`config.mk`:
```
export PLATFORM = sky130hd
export DESIGN_NAME = spe_integrate_flat
export DESIGN_NICKNAME = d
export VERILOG_FILES = /design/src/rtl/spe_integrate_if.sv /design/src/rtl/spe_integrate.sv /design/src/flat_wrapper.sv
export SDC_FILE = /design/constraint.sdc
export NUM_CORES = 1
export LEC_CHECK = 0
export ABC_CLOCK_PERIOD_IN_PS = 4240
export CORE_MARGIN = 3
export CORE_UTILIZATION = 50
export DETAILED_ROUTE_END_ITERATION = 8
export PLACE_DENSITY = 0.77
export SYNTH_ARGS = -nofsm -noshare
export SYNTH_HDL_FRONTEND = slang
export SYNTH_SLANG_ARGS = --single-unit
```
`constraint.sdc`:
```
create_clock -name clk -period 4.24 [get_ports clk]
set_input_delay 0.636 -clock clk [delete_from_list [all_inputs] [get_ports clk]]
set_output_delay 0.636 -clock clk [all_outputs]
set_load 0.02 [all_outputs]
```
`src/rtl/spe_integrate_if.sv`:
```
// Router <-> spiking PE packet channels: one inbound, one outbound, each a
// valid/ready handshake carrying a 33-bit packet {dest[3:0], opcode[3:0], data[24:0]}.
interface spe_integrate_if;
  logic        in_valid;
  logic        in_ready;
  logic [32:0] in_data;
  logic        out_valid;
  logic        out_ready;
  logic [32:0] out_data;

  // PE side: consumes the inbound channel, produces the outbound one
  modport slave (
    input  in_valid, in_data, out_ready,
    output in_ready, out_valid, out_data
  );

  // Router side
  modport master (
    output in_valid, in_data, out_ready,
    input  in_ready, out_valid, out_data
  );
endinterface

```
`src/rtl/spe_integrate.sv`:
```
// Spiking PE integrate stage: accumulates partial sums for one output neuron,
// fetches the previous membrane residue from the output memory in timestep 2,
// thresholds the potential and stores {residue, spike} back.
//
// state     | meaning
// ----------+-----------------------------------------------------------
// ACC       | accepting psums / timestep-done from the router
// REQ       | issuing the residue read request to the output memory
// WAIT_RESP | waiting for the residue response (psums are held off)
// COMPUTE   | one cycle: potential = acc + prev residue, threshold test
// SEND      | presenting the store packet until the router takes it
module spe_integrate #(
  parameter int SPE_ID    = 0,
  parameter int OMEM_ID   = 11,
  parameter int NUM_PSUMS = 5,
  parameter int THRESHOLD = 64
) (
  input  logic                clk,
  input  logic                reset,
  spe_integrate_if.slave      bus,
  output logic [1:0]          ts,
  output logic [8:0]          neuron_cnt,
  output logic                proto_err
);

  localparam int          CNT_W     = $clog2(NUM_PSUMS + 1);
  localparam logic [3:0]  OP_PSUM   = 4'd12;
  localparam logic [3:0]  OP_TSDONE = 4'd15;
  localparam logic [3:0]  OP_STORE  = 4'(2 * SPE_ID);
  localparam logic [3:0]  OP_REQ    = 4'(2 * SPE_ID + 1);
  localparam logic [3:0]  OMEM_ADDR = 4'(OMEM_ID);
  localparam logic [12:0] THR       = 13'(THRESHOLD);
  localparam logic [12:0] SAT_MAX   = 13'h1FFF;

  typedef enum logic [2:0] {
    ST_ACC,
    ST_REQ,
    ST_WAIT_RESP,
    ST_COMPUTE,
    ST_SEND
  } state_t;

  state_t             r_state;
  state_t             w_state_nxt;
  logic [12:0]        r_acc;
  logic [CNT_W-1:0]   r_psum_cnt;
  logic [12:0]        r_prev;
  logic [12:0]        r_residue;
  logic               r_spike;
  logic [1:0]         r_ts;
  logic [8:0]         r_neuron_cnt;
  logic               r_proto_err;

  logic               w_in_ready;
  logic               w_out_valid;
  logic [32:0]        w_out_data;
  logic               w_in_xfer;
  logic               w_out_xfer;
  logic [3:0]         w_opcode;
  logic [12:0]        w_psum;
  logic               w_last_psum;
  logic [13:0]        w_acc_sum;
  logic [12:0]        w_acc_sat;
  logic [13:0]        w_pot_sum;
  logic [12:0]        w_pot;
  logic               w_unused_bits;

  assign w_opcode      = bus.in_data[28:25];
  assign w_psum        = bus.in_data[12:0];
  assign w_unused_bits = ^{bus.in_data[32:29], bus.in_data[24:14]};
  assign w_in_xfer     = bus.in_valid && w_in_ready;
  assign w_out_xfer    = w_out_valid && bus.out_ready;
  assign w_last_psum   = (r_psum_cnt == CNT_W'(NUM_PSUMS - 1));

  // Both sums are unsigned 13-bit with one carry bit; a set carry clamps to max
  assign w_acc_sum = {1'b0, r_acc} + {1'b0, w_psum};
  assign w_acc_sat = w_acc_sum[13] ? SAT_MAX : w_acc_sum[12:0];
  assign w_pot_sum = {1'b0, r_acc} + {1'b0, r_prev};
  assign w_pot     = w_pot_sum[13] ? SAT_MAX : w_pot_sum[12:0];

  assign bus.in_ready  = w_in_ready;
  assign bus.out_valid = w_out_valid;
  assign bus.out_data  = w_out_data;
  assign ts            = r_ts;
  assign neuron_cnt    = r_neuron_cnt;
  assign proto_err     = r_proto_err;

  // State register; reset drops any in-flight packet straight back to ACC
  always_ff @(posedge clk or posedge reset) begin
    if (reset) r_state <= ST_ACC;
    else       r_state <= w_state_nxt;
  end

  // Next-state and handshake outputs, decoded from state so reset acts at once
  always_comb begin
    w_state_nxt = r_state;
    w_in_ready  = 1'b0;
    w_out_valid = 1'b0;
    w_out_data  = '0;
    case (r_state)
      ST_ACC: begin
        w_in_ready = 1'b1;
        if (bus.in_valid && (w_opcode == OP_PSUM) && w_last_psum)
          w_state_nxt = (r_ts == 2'd2) ? ST_REQ : ST_COMPUTE;
      end
      ST_REQ: begin
        w_out_valid = 1'b1;
        w_out_data  = {OMEM_ADDR, OP_REQ, 25'd0};
        if (bus.out_ready) w_state_nxt = ST_WAIT_RESP;
      end
      ST_WAIT_RESP: begin
        w_in_ready = bus.in_valid && (w_opcode != OP_PSUM);
        if (w_in_ready) w_state_nxt = ST_COMPUTE;
      end
      ST_COMPUTE: begin
        w_state_nxt = ST_SEND;
      end
      ST_SEND: begin
        w_out_valid = 1'b1;
        w_out_data  = {OMEM_ADDR, OP_STORE, 11'd0, r_residue, r_spike};
        if (bus.out_ready) w_state_nxt = ST_ACC;
      end
      default: w_state_nxt = ST_ACC;
    endcase
  end

  // Datapath: accumulation, residue fetch, threshold and timestep bookkeeping
  always_ff @(posedge clk or posedge reset) begin
    if (reset) begin
      r_acc        <= '0;
      r_psum_cnt   <= '0;
      r_prev       <= '0;
      r_residue    <= '0;
      r_spike      <= 1'b0;
      r_ts         <= 2'd1;
      r_neuron_cnt <= '0;
      r_proto_err  <= 1'b0;
    end else begin
      case (r_state)
        ST_ACC: begin
          if (w_in_xfer) begin
            if (w_opcode == OP_PSUM) begin
              r_acc      <= w_acc_sat;
              r_psum_cnt <= r_psum_cnt + 1'b1;
              // Timestep 1 has no stored residue to fetch
              if (w_last_psum && (r_ts == 2'd1)) r_prev <= '0;
            end else if (w_opcode == OP_TSDONE) begin
              r_ts         <= 2'd2;
              r_neuron_cnt <= '0;
              r_acc        <= '0;
              r_psum_cnt   <= '0;
              if (r_psum_cnt != '0) r_proto_err <= 1'b1;
            end else begin
              r_proto_err <= 1'b1;
            end
          end
        end
        ST_WAIT_RESP: begin
          if (w_in_xfer) r_prev <= bus.in_data[13:1];
        end
        ST_COMPUTE: begin
          if (w_pot >= THR) begin
            r_spike   <= 1'b1;
            r_residue <= w_pot - THR;
          end else begin
            r_spike   <= 1'b0;
            r_residue <= w_pot;
          end
        end
        ST_SEND: begin
          if (w_out_xfer) begin
            r_neuron_cnt <= r_neuron_cnt + 1'b1;
            r_acc        <= '0;
            r_psum_cnt   <= '0;
          end
        end
        default: ;
      endcase
    end
  end

endmodule

```
`src/flat_wrapper.sv`:
```
// flat-port wrapper written by rule: the top's interface ports become plain ports
module spe_integrate_flat 
#(
  parameter int SPE_ID    = 0,
  parameter int OMEM_ID   = 11,
  parameter int NUM_PSUMS = 5,
  parameter int THRESHOLD = 64
)
  (clk, reset, ts, neuron_cnt, proto_err, bus_in_valid, bus_in_data, bus_out_ready, bus_in_ready, bus_out_valid, bus_out_data);
  spe_integrate_if bus_i ();
  input  logic clk;
  input  logic reset;
  output logic [1:0] ts;
  output logic [8:0] neuron_cnt;
  output logic proto_err;
  input wire logic [$bits(bus_i.in_valid)-1:0] bus_in_valid;
  input wire logic [$bits(bus_i.in_data)-1:0] bus_in_data;
  input wire logic [$bits(bus_i.out_ready)-1:0] bus_out_ready;
  output wire logic [$bits(bus_i.in_ready)-1:0] bus_in_ready;
  output wire logic [$bits(bus_i.out_valid)-1:0] bus_out_valid;
  output wire logic [$bits(bus_i.out_data)-1:0] bus_out_data;
  assign bus_i.in_valid = bus_in_valid;
  assign bus_i.in_data = bus_in_data;
  assign bus_i.out_ready = bus_out_ready;
  assign bus_in_ready = bus_i.in_ready;
  assign bus_out_valid = bus_i.out_valid;
  assign bus_out_data = bus_i.out_data;
  spe_integrate #(.SPE_ID(SPE_ID), .OMEM_ID(OMEM_ID), .NUM_PSUMS(NUM_PSUMS), .THRESHOLD(THRESHOLD)) u_core (.clk(clk), .reset(reset), .bus(bus_i), .ts(ts), .neuron_cnt(neuron_cnt), .proto_err(proto_err));
endmodule
```
# After elaboration in Yosys (flattened, before gate mapping)
# Cells that the tools add are included.
op_classes:
  bitwise_logic: 1
  reduce_logical: 17
  n_lt_le_gt_ge: 1
  shifts: 0
  div: 0
  multipliers: 0
  n_addsub: 5
  n_eq_ne: 23
  mux: 35
op_table:
  columns: ["cell", "n"]
  rows:
  - ["two-way mux 13 bit", 11]
  - ["case mux 33 bit (2 select lines)", 1]
  - ["case mux 13 bit (2 select lines)", 2]
  - ["two-way mux 9 bit", 4]
  - ["adder 13 x 13 -> 14 bit", 2]
  - ["two-way mux 3 bit", 8]
  - ["case mux 9 bit (2 select lines)", 1]
  - ["!= test 2 x 1 -> 1 bit (second input constant)", 8]
  - ["AND reduction 4 bit", 4]
  - ["case mux 3 bit (5 select lines)", 1]
  - [">= comparator 13 x 7 -> 1 bit (second input constant)", 1]
  - ["subtractor 13 x 7 -> 13 bit (second input constant)", 1]
  - ["AND reduction 5 bit", 2]
  - ["adder 9 x 1 -> 9 bit (second input constant)", 1]
  - ["equality test 4 bit (second input constant)", 2]
  - ["!= test 2 bit (second input constant)", 4]
  - ["equality test 3 x 2 -> 1 bit (second input constant)", 2]
  - ["equality test 3 bit (second input constant)", 2]
  - ["logical AND 1 bit", 6]
  - ["case mux 3 bit (2 select lines)", 1]
  - ["two-way mux 1 bit", 4]
  - ["!= test 4 bit (second input constant)", 1]
  - ["nonzero test 2 bit", 2]
  - ["adder 3 x 1 -> 3 bit (second input constant)", 1]
  - ["10 further kinds", 10]
word_totals:
  inputBits: 37
  memories: 0
  elab_cells: 91
  latch_bits: 0
  regBits: 58
  output_inout_bits: 47
  romBits: 0
  ramBits: 0

# Depth between registers and ports, before layout
# Gate-level depths: netlist of the first run.
depth:
  ltp_word: 6
  depth_mapped: 15

# Least setup slack after synthesis of the first run
# No wires, ideal clock.
synth_path:
  path_kind: "register -> register"
  start: "register u_core.r_acc[2]"
  end: "register u_core.r_residue[9]"
  path_stages_with_launch: 15
  t_arrival_ns: 3.152
  setup_time_ns: 0.121
  setup_slack_ns: 0.966
  path_cell_list: "dfrtp_1 ha_1 o21ai_2 o21a_4 o31ai_2 a31oi_2 buf_2 and2_1 ha_1 and4b_1 nand4_1 nand4bb_1 nor4_4 and3b_1 o22a_1"
synth_between:
  elab_chain_cells: 4
  word_cells_on_any_way: 5
synth_lines:
  columns: ["element", "line_no", "rtl"]
  rows:
  - ["start: declaration", "spe_integrate.sv:45", "logic [12:0] r_acc;"]
  - ["start signal: assignment", "spe_integrate.sv:143", "r_acc <= w_acc_sat;"]
  - ["adder 13 x 13 -> 14 bit (*)", "spe_integrate.sv:78", "assign w_pot_sum = {1'b0, r_acc} + {1'b0, r_prev};"]
  - ["two-way mux 13 bit (*)", "spe_integrate.sv:79", "assign w_pot = w_pot_sum[13] ? SAT_MAX : w_pot_sum[12:0];"]
  - ["subtractor 13 x 7 -> 13 bit or >= comparator 13 x 7 -> 1 bit (tied branches)", "spe_integrate.sv:164, spe_integrate.sv:162", null]
  - ["two-way mux 13 bit (*)", "spe_integrate.sv:162", "if (w_pot >= THR) begin"]
  - ["end signal: assignment", "spe_integrate.sv:164", "r_residue <= w_pot - THR;"]
  - ["end signal: assignment", "spe_integrate.sv:167", "r_residue <= w_pot;"]
  - ["end: declaration", "spe_integrate.sv:48", "logic [12:0] r_residue;"]
# Every way passes the cells marked *; elsewhere a longest branch is shown, timed or not.
# A chain may end at the register's enable or synchronous reset.

# Final worst setup path of the first run
layout_path:
  start: "register u_core.r_acc[7]"
  end: "register u_core.r_residue[9]"
# Same word-level chain as after synthesis.

==> results of run 1 <==
==> final cells by class <==
cell class / instances / area [sq um] / share of cell area
tap: 105 / 131 / 0.0258
timing repair buffer: 59 / 576 / 0.113
multi-input combinational: 414 / 2630 / 0.517
clock buffer: 11 / 141 / 0.0278
sequential: 58 / 1450 / 0.285
clock inverter: 5 / 77.6 / 0.0152
inverter: 21 / 78.8 / 0.0155
==> layer usage <==
metal	up-vias	part of all wire	track usage	routed length [microns]
met5	-	0	0	0
met4	0	0.011	0.0588	99
met3	11	0.041	0.0358	376
met2	83	0.46	0.317	4270
met1	1680	0.49	0.257	4490
li1	1888	-	-	-
==> worst max-delay path: stages (launching register included) <==
cell and delay [ns]:
dfrtp_1 0.41, ha_1 0.51, nand3_1 0.26, o31ai_2 0.35, a31oi_2 0.18, and2_1 0.19
ha_1 0.20, and4b_1 0.20, nand4_1 0.10, nand4bb_1 0.19, nor4_4 0.43, and3b_1 0.23
o22a_1 0.17
==> layout by cell type, fill, tap and decap left out, types with 9 or more instances in the layout <==
cell and instances:
clkbuf_8 10, xnor2_1 10, ha_1 31, clkdlybuf4s50_1 53, nor2_1 52, xor2_1 9
nand2_1 77, inv_1 20, nor2b_1 9, dfrtp_1 57, conb_1 15, and3_1 16
a21oi_1 18, o21ai_0 47
==> state kept, by name, summed over array words and instances, names as in the netlist <==
signal,flops
u_core.r_residue,13
u_core.r_state,3
u_core.proto_err,1
u_core.ts,2
u_core.r_prev,13
u_core.r_acc,13
u_core.r_psum_cnt,3
u_core.r_spike,1
u_core.neuron_cnt,9
==> where the power goes <==
part | total [mW] | switching (mW) | internal [mW]
Clock | 0.563 | 0.218 | 0.345
Combinational | 1.79 | 1.02 | 0.772
Sequential | 0.915 | 0.169 | 0.746
Total | 3.27 | 1.40 | 1.86
==> cells by family after synthesis <==
logic type                 Yosys count  synth area share
xor gates and xnor gates            20            0.0422
and+or+nand+nor                    210             0.238
DFF                                 58             0.335
AOI/OAI and AO/OA                  129             0.199
other                                1          0.000865
buffers and inverters               57            0.0690
muxes                                7            0.0167
adders and majority gates           33            0.0988
==> metrics by stage <==
stage | hold slack [ns] | power [mW]
6_report | 0.471 | 3.27
3_5_place_dp | 0.458 | 2.69
2_1_floorplan | 0.441 | 2.28
4_1_cts | 0.473 | 3.28
3_3_place_gp | 0.454 | 2.63
5_1_grt | 0.508 | 3.53
==> path summary, 6_finish.rpt <==
check / endpoint / cells after the start / from
max in group asynchronous: u_core.ts[0] / 3 / reset
min: u_core.proto_err / 1 / u_core.proto_err
max: u_core.r_residue[9] / 12 / u_core.r_acc[7]
max reg2reg: u_core.r_residue[9] / 12 / u_core.r_acc[7]
min reg2reg: u_core.proto_err / 1 / u_core.proto_err
min in group asynchronous: u_core.r_psum_cnt[0] / 2 / reset
==> results.toml, run 1 <==
[timing]
rsz0062_at_grt = "false"
hold_violations = 0
tightest_slew_ns = 0.884
slew_violations = 0
slew_headroom = 0.409
setup_viol_count_final = 0
skew_ns = 0.0114
timing.final.ws_setup_ns = 0.717
fmax_mhz = 284
final.min_clock_period_ns = 3.52
tns_ns = 0
fin_crit_sh = 0.831

[detailed_routing]
drc = 0
drt-pass1-iter-count = 4
first_iter_violations = 234
drtAntennaViolNets = 0
wl_mm = 9.24
num_vias = 3662
avgRoutedWirePerCell_microns = 13.7
via_per_inst = 5.44

[synth]
synth-edff-count = 0
yosys_warnings = 0
ys_ff_latch = 58
synth.area.top_cells = "dfrtp_1, ha_1, nand2_1, o21ai_0, nor2_1"
synthCells = 515
synth_common_cells = "nand2_1, dfrtp_1, nor2_1, o21ai_0, ha_1"
async_flop_share = 1.00
synth_cell_type_count = 73
synth_top_area_frac = 0.329
syn-cell-area_sq_um = 4330
seq_area_frac_synth = 0.335
avgSynthCellArea_sq_um = 8.41
post-synth-top-area-cell = "dfrtp_1"
synthFlopType = "dfrtp_1"
yosysMostFrequentCell = "nand2_1"

[layout]
diodes = 0
fill_cells = 745
fin_cells = 673
layout-drive-gt1-share = 0.0775
syn_to_final_growth_pct = 17.5
utilization = 0.613
fin_area_sq_um = 5090
nets = 633

[clock_network]
cts_tree = "done"
clkSinkCount = 58
cts_resized = 0
post_cts_buffers = 0
clk_latency_ns = 0.34
numCtsBuffers = 9
htreeDepth = 3
clkTransAtPathRegs_ns = 0.07
cts_root_buf = "clkbuf_8"
cts_buffer_depth = 2
hold_buffers = 0

[setup_path]
end_kind = "flip-flop"
crit_fanout = 10
start_kind = "flip-flop"
worstSetupPathType = "reg -> reg"
required_ns = 4.45
r2r_slack_ns = 0.72
crit_arrival_ns = 3.74

[place]
port_buffers = 53
dp_hpwl_mm = 7.23
placed_cells = 657
dpl_cell_area_sq_um = 4870
gp_congestion = 0.874
dp_slack_ns = 0.664

[grt]
grt.overflow.total = 0
grt_pass1_wl_mm = 15.8
grt_max_degree = 31
antenna_found_initial = 0
grt_pass1_vias = 3487
gr-usage-all-layers = 0.192

[pwr]
ir_drop_uv = 223
leakagePower_nw = 2.31
powerDensity_nw_per_um2 = 642

[die]
ios = 84
initial_core_util = 0.522
die_h_microns = 99.1
die_area_sq_um = 9820
fp-row-count = 33
die_x_microns = 99.1
core_sq_um = 8300

[job]
maxCapViolCount = 0

[run_status]
status = "finished clean"

[worst_hold_path]
hold_path.class = "reg -> reg"
(Power assumes the default switching activity.)
==> run 2: changes to the inputs <==
--- a/config.mk
+++ b/config.mk
@@ -5,7 +5,7 @@
 export SDC_FILE = /design/constraint.sdc
 export NUM_CORES = 1
 export LEC_CHECK = 0
-export ABC_CLOCK_PERIOD_IN_PS = 4240
+export ABC_CLOCK_PERIOD_IN_PS = 3250
 export CORE_MARGIN = 3
 export CORE_UTILIZATION = 50
 export DETAILED_ROUTE_END_ITERATION = 8
==> constraint.sdc (replaced) <==
create_clock -name clk -period 3.25 [get_ports clk]
set_input_delay 0.4875 -clock clk [delete_from_list [all_inputs] [get_ports clk]]
set_output_delay 0.4875 -clock clk [all_outputs]
set_load 0.02 [all_outputs]
==> run 2 against run 1 <==
Count of clock-buffer cells in the layout is the same. First-iteration DRC count grew 5.6%. Total power rose by 45%. Critical endpoint is now u_core.r_residue[8]. Sequential power grew 33%. Final cell count increased by 4.3%. Via count increased by 5.3%. Clock skew fell by 0.00082 ns. Sequential cell count is the same. Sequential share of layout area is 1.8 points lower. Critical path depth grew 3.
==> results.toml, run 2 (synthesized netlist as in run 1, its figures left out) <==
[run_status]
status = "finished clean"

[setup_path]
crit_fanout = 4
r2r-start = "u_core.r_acc[2]"
required_ns = 3.46
critPathMaxStageDelay_ns = 0.42
reg2reg_depth = 15
worstSetupPathType = "reg -> reg"
r2r-end = "u_core.r_residue[8]"
crit_family = "simple AND/OR/NAND/NOR gates"
crit_arrival_ns = 3.33
start_kind = "flip-flop"
critPathSlowestCell = "dfrtp_1"
r2r_slack_ns = 0.12
cp.depth = 15
cp.buffers_inverters = 1
end_kind = "flip-flop"
path_cells = "ha_4, o21ai_4, o21a_4, o21bai_1, a21oi_2, xor2_1, and2_1, ha_1, and4b_1, nand4_1, nand4bb_1, nor4_4, buf_4, nand4b_1, o311ai_0"

[place]
dpl_cell_area_sq_um = 5020
placed_cells = 677
dp_hpwl_mm = 7.40
dp_slack_ns = -0.0607
gp_congestion = 0.853
port_buffers = 53

[job]
maxCapViolCount = 0

[clock_network]
htreeDepth = 3
numCtsBuffers = 9
cts_buffer_depth = 2
cts_root_buf = "clkbuf_8"
clkTransAtPathRegs_ns = 0.07
clkSinkCount = 58
clk_latency_ns = 0.34
cts_tree = "done"

[detailed_routing]
drt-pass1-iter-count = 5
num_vias = 3856
first_iter_violations = 247
drtAntennaViolNets = 0
avgRoutedWirePerCell_microns = 14.2
wl_mm = 9.96
via_per_inst = 5.49
drc = 0

[die]
die_area_sq_um = 9820
fp-row-count = 33
die_x_microns = 99.1
core_sq_um = 8300
initial_core_util = 0.522
ios = 84
die_h_microns = 99.1

[timing]
setup_viol_count_final = 0
fin_crit_sh = 0.962
slew_violations = 0
final.min_clock_period_ns = 3.13
fmax_mhz = 320
rsz0062_at_grt = "true"
hold_violations = 0
skew_ns = 0.0106
tightest_slew_ns = 0.718
slew_headroom = 0.521
tns_ns = 0
timing.final.ws_setup_ns = 0.124

[grt]
grt_max_degree = 34
antenna_found_initial = 0
grt_pass1_vias = 3592
grt.overflow.total = 0
gr-usage-all-layers = 0.203
grt_pass1_wl_mm = 16.4

[layout]
layout_common_cells = "nand2_1, dfrtp_1, clkdlybuf4s50_1"
fin_area_sq_um = 5430
utilization = 0.655
top_regs = "u_core.r_acc x13, u_core.r_prev x13, u_core.r_residue x13"
layout-drive-gt1-share = 0.141
nets = 662
layout_commonest_cell = "nand2_1"
fin_cells = 702
diodes = 0
syn_to_final_growth_pct = 25.4

[pwr]
power_switching_mw = 1.98
pwr-share-clk = 0.169
seqPwrFrac = 0.257
p_int_mw = 2.75
ir_drop_uv = 427
switching_share = 0.418
powerDensity_nw_per_um2 = 870
combPwrFrac = 0.573
leakagePower_nw = 2.46

[worst_hold_path]
whs_endpoint = "u_core.r_spike"
hold_path.class = "reg -> reg"
hold_start = "u_core.r_spike"
hold_depth = 2
==> run 2: metrics by stage <==
stage | power [mW] | hold WS [ns]
2_1_floorplan | 2.97 | 0.441
3_3_place_gp | 3.56 | 0.458
3_5_place_dp | 3.65 | 0.469
4_1_cts | 4.47 | 0.484
5_1_grt | 5.07 | 0.496
6_report | 4.73 | 0.480
==> run 2: what timing repair did <==
action	CTS	global route
hold buffers	0	0
pin swaps	1	9
buffers inserted	0	9
gates resized for setup	1	17
cloned	0	0
setup endpoints to repair	1	8
==> run 2: cell type report <==
class                   count  area, sq um
well taps                 105          131
flip-flops and latches     58         1450
repair buffers             88          793
multi-input cells         414         2740
clock inverters             5          103
clock buffers              11          131
inverters                  21         78.8
fillers                   661         2870
==> run 2: worst max path at each step <==
stage	startpoint	end	slack, ns
final	u_core.r_acc[2]	u_core.r_residue[8]	0.12
after detailed placement	bus_in_data[1]	u_core.r_acc[3]	-0.06
after global placement	bus_in_data[1]	u_core.r_acc[2]	-0.005
after CTS	u_core.r_acc[0]	u_core.r_residue[8]	0.005
after global routing	u_core.r_acc[0]	u_core.r_residue[8]	-0.07
after floorplan	u_core.r_acc[2]	u_core.r_residue[9]	0.05
==> run 2: power groups by stage <==
stage / clock network [mW] / registers (mW) / logic [mW]
3_3_place_gp: 0 / 1.19 / 2.37
3_5_place_dp: 0 / 1.20 / 2.44
6_report: 0.801 / 1.22 / 2.71
2_1_floorplan: 0 / 1.15 / 1.83
4_1_cts: 0.806 / 1.20 / 2.46
5_1_grt: 0.849 / 1.25 / 2.97
==> run 2: routing by layer <==
| metal | up-vias | wire [microns] | global-route usage |
|---|---|---|---|
| li1 | 1947 | - | - |
| met5 | - | 0 | 0 |
| met4 | 0 | 145 | 0.0756 |
| met3 | 13 | 468 | 0.0393 |
| met2 | 108 | 4830 | 0.328 |
| met1 | 1788 | 4520 | 0.271 |
==> run 2: tightest hold or removal path: cells and delay by family, from the launching register on <==
| family | cells | cell delay (ns) |
|---|---|---|
| flip-flops | 1 | 0.34 |
| AO/OA/AOI/OAI | 1 | 0.06 |
| AND/OR/NAND/NOR | 1 | 0.04 |
